===== src/rtl/seq_det_pkg.sv =====
// Shared constants for the parameterised serial pattern detector.
package seq_det_pkg;

  // Legal ranges for the pattern length and the number of pattern slots.
  localparam int unsigned NMin      = 2;
  localparam int unsigned NMax      = 8;
  localparam int unsigned NumPatMin = 1;
  localparam int unsigned NumPatMax = 4;

  // Default geometry and reset pattern set: slot 0 = 101, slot 1 = 110.
  localparam int unsigned DefaultN      = 3;
  localparam int unsigned DefaultNumPat = 2;
  localparam logic [DefaultNumPat*DefaultN-1:0] DefaultPat = {3'b110, 3'b101};
  localparam bit DefaultOvl = 1'b0;

endpackage


===== src/rtl/seq_det_slot.sv =====
// One pattern slot: N-bit compare of the current window against its pattern.
module seq_det_slot #(
  parameter int unsigned N = 3
) (
  input  logic [N-1:0] window_i,
  input  logic [N-1:0] pattern_i,
  output logic         eq_o
);

  // Pure equality; qualification by fill level and cfg_load happens in the top.
  always_comb begin
    eq_o = (window_i == pattern_i);
  end

endmodule


===== src/rtl/seq_det_param.sv =====
// Parameterised multi-pattern serial sequence detector with optional
// registered (Moore-style) outputs and a saturating match counter.
module seq_det_param
  import seq_det_pkg::*;
#(
  parameter int unsigned          N           = DefaultN,
  parameter int unsigned          NUM_PAT     = DefaultNumPat,
  parameter bit                   MOORE       = 1'b0,
  parameter int unsigned          CNT_W       = 8,
  parameter logic [NUM_PAT*N-1:0] DEFAULT_PAT = DefaultPat,
  parameter bit                   DEFAULT_OVL = DefaultOvl
) (
  input  logic                   clk,
  input  logic                   rstn,
  input  logic                   in,
  input  logic                   cfg_load,
  input  logic [NUM_PAT*N-1:0]   cfg_pattern,
  input  logic                   cfg_overlap,
  output logic [NUM_PAT-1:0]     hit,
  output logic                   out,
  output logic [CNT_W-1:0]       match_cnt
);

  if (N < NMin || N > NMax || NUM_PAT < NumPatMin || NUM_PAT > NumPatMax) begin : g_bad_param
    $error("seq_det_param: N or NUM_PAT outside the legal range");
  end

  localparam int unsigned      CntBits  = $clog2(N);
  localparam logic [CntBits-1:0] CntFull = CntBits'(N - 1);
  localparam logic [CNT_W-1:0] MatchMax = {CNT_W{1'b1}};

  logic [N-2:0]           hist_q, hist_d;
  logic [CntBits-1:0]     cnt_q, cnt_d;
  logic [NUM_PAT*N-1:0]   pat_q, pat_d;
  logic                   ovl_q, ovl_d;
  logic [CNT_W-1:0]       mcnt_q, mcnt_d;

  logic [N-1:0]           window;
  logic [NUM_PAT-1:0]     slot_eq;
  logic [NUM_PAT-1:0]     match_vec;
  logic                   any_match;

  // Oldest bit in the MSB, current input bit in the LSB.
  assign window = {hist_q, in};

  for (genvar k = 0; k < NUM_PAT; k++) begin : g_slot
    seq_det_slot #(
      .N(N)
    ) u_slot (
      .window_i  (window),
      .pattern_i (pat_q[k*N +: N]),
      .eq_o      (slot_eq[k])
    );
  end

  // A slot only matches once N fresh bits are present and no reload is pending.
  always_comb begin
    match_vec = '0;
    if (cnt_q == CntFull && !cfg_load) begin
      match_vec = slot_eq;
    end
    any_match = |match_vec;
  end

  // Next-state: reload has priority; a non-overlapping match restarts every slot.
  always_comb begin
    hist_d = hist_q;
    cnt_d  = cnt_q;
    pat_d  = pat_q;
    ovl_d  = ovl_q;
    mcnt_d = mcnt_q;
    if (cfg_load) begin
      pat_d  = cfg_pattern;
      ovl_d  = cfg_overlap;
      hist_d = '0;
      cnt_d  = '0;
    end else begin
      hist_d = window[N-2:0];
      if (any_match && !ovl_q) begin
        cnt_d = '0;
      end else if (cnt_q != CntFull) begin
        cnt_d = cnt_q + 1'b1;
      end
    end
    // Simultaneous slot matches count as a single event.
    if (any_match && mcnt_q != MatchMax) begin
      mcnt_d = mcnt_q + 1'b1;
    end
  end

  // State registers with asynchronous active-low reset.
  always_ff @(posedge clk or negedge rstn) begin
    if (!rstn) begin
      hist_q <= '0;
      cnt_q  <= '0;
      pat_q  <= DEFAULT_PAT;
      ovl_q  <= DEFAULT_OVL;
      mcnt_q <= '0;
    end else begin
      hist_q <= hist_d;
      cnt_q  <= cnt_d;
      pat_q  <= pat_d;
      ovl_q  <= ovl_d;
      mcnt_q <= mcnt_d;
    end
  end

  if (MOORE) begin : g_moore
    logic [NUM_PAT-1:0] hit_q;

    // Registered hit vector: flags appear one cycle after the completing edge.
    always_ff @(posedge clk or negedge rstn) begin
      if (!rstn) begin
        hit_q <= '0;
      end else begin
        hit_q <= match_vec;
      end
    end

    assign hit = hit_q;
  end else begin : g_mealy
    assign hit = match_vec;
  end

  assign out       = |hit;
  assign match_cnt = mcnt_q;

endmodule


===== config.mk =====
export PLATFORM = sky130hd
export DESIGN_NAME = seq_det_param
export DESIGN_NICKNAME = d
export VERILOG_FILES = /design/src/rtl/seq_det_pkg.sv /design/src/rtl/seq_det_slot.sv /design/src/rtl/seq_det_param.sv
export SDC_FILE = /design/constraint.sdc
export NUM_CORES = 1
export LEC_CHECK = 0
export BUFFER_PORTS_ARGS = -buffer_cell sky130_fd_sc_hd__buf_4
export CORE_UTILIZATION = 46
export DETAILED_ROUTE_END_ITERATION = 8
export HOLD_SLACK_MARGIN = 0.1
export MAX_ROUTING_LAYER = met4
export PLACE_DENSITY_LB_ADDON = 0.25
export SLEW_MARGIN = 30
export SYNTH_ARGS = -nofsm -noshare
export SYNTH_HDL_FRONTEND = slang
export SYNTH_SLANG_ARGS = --single-unit

===== constraint.sdc =====
create_clock -name clk -period 2.3 [get_ports clk]
set_clock_uncertainty 0.1 [all_clocks]
set_input_delay 0.345 -clock clk [delete_from_list [all_inputs] [get_ports clk]]
set_output_delay 0.345 -clock clk [all_outputs]
set_load 0.005 [all_outputs]

Word-level counts from Yosys, hierarchy flattened
Cells that the tools add are included.

Register bits: 19. Input port bits: 11. Output and inout bits: 11. Word-level logic and storage cells: 24.

$add $sub $neg: 2. Eq/ne operators: 5. Mux-type cells: 5. Reductions and logical operators: 7.

Operators with widths (number): $mux 2 (5); $add 8x1->8 const B (1); $ne 8x8->1 const B (1); $eq 3x3->1 (2); $logic_and 1x1->1 (3); $reduce_bool 3->1 (1); $add 2x1->2 const B (1); $eq 2x2->1 const B (1); $logic_not 1->1 (2); $ne 2x2->1 const B (1); $reduce_or 2->1 (1).

Depth between registers and ports, before layout
Word-level depth: 7. Mapped depth: 6.

By module
From an unflattened synthesis, not the netlist that was laid out.

Cells, all modules: 82. Area, all modules: 960.9 µm².

By module, submodules not included: seq_det_param (instances 1, cells each 74, area each 888.4 µm²); seq_det_slot (instances 2, cells each 4, area each 36.3 µm²).

Least setup slack after synthesis
No wires, ideal clock.

Kind: reg2reg. Start: reg cnt_q[0]. End: reg mcnt_q[6] (netlist: match_cnt[6]). Library setup time: 0.125 ns. Data arrival time: 1.572 ns. Data required time: 2.075 ns. Slack: 0.504 ns. Stages on the path, launching flop included: 7. Path buffers: 0. Clock period less this slack: 1.796 ns. Cell sequence: dfrtp_1 inv_1 ha_1 and2b_2 nand4_4 a211oi_1 mux2_2.

Word-level cells in the longest chain between the ends: 5.

RTL lines: from (decl) (RTL line seq_det_param.sv:33) `logic [CntBits-1:0] cnt_q, cnt_d;`; from (signal assigned) (RTL line seq_det_param.sv:101) `cnt_q <= cnt_d;`; $eq 2x2->1 (RTL line seq_det_param.sv:59) `if (cnt_q == CntFull && !cfg_load) begin`; $logic_and 1x1->1 (RTL line seq_det_param.sv:59); $mux 2 (RTL line seq_det_param.sv:59); $reduce_or 2->1 (RTL line seq_det_param.sv:62) `any_match = |match_vec;`; $logic_and 1x1->1 (RTL line seq_det_param.sv:86) `if (any_match && mcnt_q != MatchMax) begin`; to (signal assigned) (RTL line seq_det_param.sv:104) `mcnt_q <= mcnt_d;`; to (decl) (RTL line seq_det_param.sv:36) `logic [CNT_W-1:0] mcnt_q, mcnt_d;`.

Every way passes these cells. A chain may end at the register's enable or synchronous reset.

Final worst setup path
Start: reg cnt_q[0]. End: out out.

Word-level cells in the longest chain between the ends: 4.

RTL lines: $eq 2x2->1 (RTL line seq_det_param.sv:59); $logic_and 1x1->1 (RTL line seq_det_param.sv:59); $mux 2 (RTL line seq_det_param.sv:59); $reduce_or 2->1 (RTL line seq_det_param.sv:125) `assign out = |hit;`; to (decl) (RTL line seq_det_param.sv:20) `output logic out,`.

Every way passes these cells.

==> flow_metrics.env <==
export IMPL_status="completed"
export IMPL_totalPowerFinal_mw=0.800
export IMPL_num_antenna_cells=0
export IMPL_tightest_slew_ns=0.429
export IMPL_ys_warn_count=0
export IMPL_grt_pass1_wl_um=2530
export IMPL_antenna_found_initial=0
export IMPL_placed_cells=123
export IMPL_max_freq_mhz=488
export IMPL_seq_area_um2=480
export IMPL_initial_utilization=0.494
export IMPL_die_area_um2=2290
export IMPL_routedWlPerCell_um=12.9
export IMPL_slew_viol_final=0
export IMPL_clk_pin_slew_ns=0.11
export IMPL_viasPerCell=5.16
export IMPL_postRouteAntennaNets=0
export IMPL_gp_congestion=0.806
export IMPL_timing_slew_headroom=0.712
export IMPL_syn_nets=89
export IMPL_synth_distinct_cells=23
export IMPL_critPathKind="reg -> out"
export IMPL_finalNonFillerCells=128
export IMPL_port_buffers=21
export IMPL_syn_area_per_cell_um2=12.7
export IMPL_placeableCoreArea_um2=1960
export IMPL_cts_resized=0
export IMPL_first_iter_violations=8
export IMPL_grt_ovfl_total=0
export IMPL_rsz0062_at_grt="no"
export IMPL_htreeDepth=1
export IMPL_design_area_um2=1190
export IMPL_path_cells="inv_1 > ha_1 > and2b_2 > nand4_4 > nand2_1 > buf_4"
export IMPL_die_y_um=47.9
export IMPL_dpl_cell_area_um2=1160
export IMPL_cp_data_arrival_time_ns=1.60
export IMPL_dr_pass1_iters=4
export IMPL_post_cts_buffers=0
export IMPL_setup_ws_ns=0.251
export IMPL_drt_total_wl_um=1650
export IMPL_drive_gt1_frac=0.465
export IMPL_cts_tree="built"
export IMPL_hold_ws_ns=0.172
export IMPL_root_buffer="clkbuf_4"
export IMPL_multi_input_area_um2=469
export IMPL_powerDensity_nw_per_um2=670
export IMPL_vdd_drop_max_mv=0.414
export IMPL_grt_pass1_vias=593
export IMPL_finalSetupTns_ns=0
export IMPL_holdCritPathClass="in -> reg"
export IMPL_final_util=0.608
export IMPL_insertion_delay_ns=0.30
export IMPL_grtUsageTotal=0.174
export IMPL_area_delta_synth_final_pct=23.3
export IMPL_grt_max_degree=20
export IMPL_critPathSlowestCell="dfrtp_1"
export IMPL_hold_viol=0
export IMPL_via_count=660
export IMPL_maxCapViolCount=0
export IMPL_route_detailed_drc=0
export IMPL_path_max_fanout=10
export IMPL_syn_area_um2=968
export IMPL_cts_sinks=19
export IMPL_cts_buffers=3
export IMPL_cp_required_ns=1.86
export IMPL_syn_inst=76
export IMPL_finalCriticalPeriod_ns=2.05
export IMPL_p_leak_nw=0.576
export IMPL_cp_start_kind="flop"
export IMPL_timing_final_crit_share=0.891
export IMPL_setup_viol=0
export IMPL_hpwlAfterDp_um=1220
export IMPL_n_fill_cell=181
export IMPL_ys_seq_area_frac=0.496
export IMPL_slowest_delay_ns=0.40
export IMPL_ioPinCount=22
export IMPL_ys_ff_latch=19
export IMPL_finalNetCount=115
export IMPL_place_ws_ns=0.402
export IMPL_endpoint_kind="output pin"
export IMPL_die_w_um=47.9
export IMPL_cts_buffer_depth=2
export IMPL_row_count=16
## final cells by class
type | count | area share
multi-input cells | 52 | 0.393
clock inverters | 1 | 0.00419
clock buffers | 3 | 0.0189
flip-flops and latches | 19 | 0.403
well taps | 27 | 0.0283
repair buffers | 22 | 0.140
inverters | 4 | 0.0126
## registers in the layout, indices dropped and copies added, names as in the netlist
name	flops
cnt_q	2
match_cnt	8
ovl_q	1
hist_q	2
pat_q	6
## layout by cell type (no fill, tap or decap), types with 2 or more instances in the layout
cell | netlist | routed
buf_4 | 0 | 21
dfrtp_1 | 15 | 15
mux2_2 | 9 | 9
xor2_1 | 7 | 7
nand2_1 | 5 | 5
a211oi_1 | 5 | 5
inv_1 | 4 | 4
dfstp_2 | 4 | 4
xnor2_1 | 3 | 3
xnor2_2 | 3 | 3
a21oi_1 | 3 | 3
clkbuf_4 | 0 | 3
nand4_4 | 2 | 2
nor2b_1 | 2 | 2
nand3_1 | 2 | 2
nor3_1 | 2 | 2
ha_1 | 2 | 2
## power by group
part	leakage, nW	internal, mW	total [mW]	switching, mW
clock	0.0177	0.0648	0.167	0.102
sequential	0.239	0.386	0.436	0.0493
combinational	0.320	0.109	0.197	0.0884
## repair_timing
item	in CTS	in global routing
hold buffers	1	0
endpoints found under the hold margin	19	0
endpoints found under the setup margin	0	0
## per-layer routing
metal,up-vias,GRT usage,part of all wire
met3,4,0.0453,0.046
met1,320,0.213,0.47
met4,0,0.111,0.013
met5,-,-,0
li1,316,-,-
met2,20,0.251,0.47
## cells by family (layout without fill, tap and decap cells)
logic type / count (synthesis) / in the layout / synth area share
buffers and inverters: 5 / 30 / 0.0194
AOI/OAI and AO/OA: 9 / 9 / 0.0698
adders and majority gates: 2 / 2 / 0.0258
DFF: 19 / 19 / 0.496
xor gates and xnor gates: 13 / 13 / 0.141
and+or+nand+nor: 19 / 19 / 0.143
muxes: 9 / 9 / 0.105
## final timing paths
kind / end / cells past startpoint / startpoint / slack (ns)
min in group asynchronous: hist_q[1] / 2 / rstn / 0.35
max in group asynchronous: pat_q[4] / 2 / rstn / 1.49
max reg2reg: match_cnt[6] / 6 / cnt_q[0] / 0.38
min reg2reg: match_cnt[7] / 1 / match_cnt[7] / 0.42
max: out / 6 / cnt_q[0] / 0.25
min: pat_q[3] / 2 / cfg_pattern[3] / 0.17
## cell usage after synthesis
cell type / n / area (µm²)
a2111oi_2: 1 / 15.0
a211oi_1: 5 / 37.5
a21oi_1: 3 / 15.0
and2b_2: 1 / 8.76
clkbuf_1: 1 / 3.75
dfrtp_1: 15 / 375
dfstp_2: 4 / 105
ha_1: 2 / 25.0
inv_1: 4 / 15.0
mux2_2: 9 / 101
nand2_1: 5 / 18.8
nand2b_1: 1 / 6.26
nand3_1: 2 / 10.0
nand3_2: 1 / 10.0
nand4_4: 2 / 42.5
nor2_1: 1 / 3.75
nor2b_1: 2 / 12.5
nor3_1: 2 / 10.0
nor3_2: 1 / 10.0
or3_1: 1 / 6.26
xnor2_1: 3 / 26.3
xnor2_2: 3 / 48.8
xor2_1: 7 / 61.3
## worst max-delay path: cells and delay by family, from the launching register on
| kind | cells | cell delay [ns] |
|---|---|---|
| simple gates | 3 | 0.52 |
| flops | 1 | 0.40 |
| fa+ha+maj | 1 | 0.21 |
| buf+inv | 2 | 0.17 |
Power figures use the tool's default switching activity.
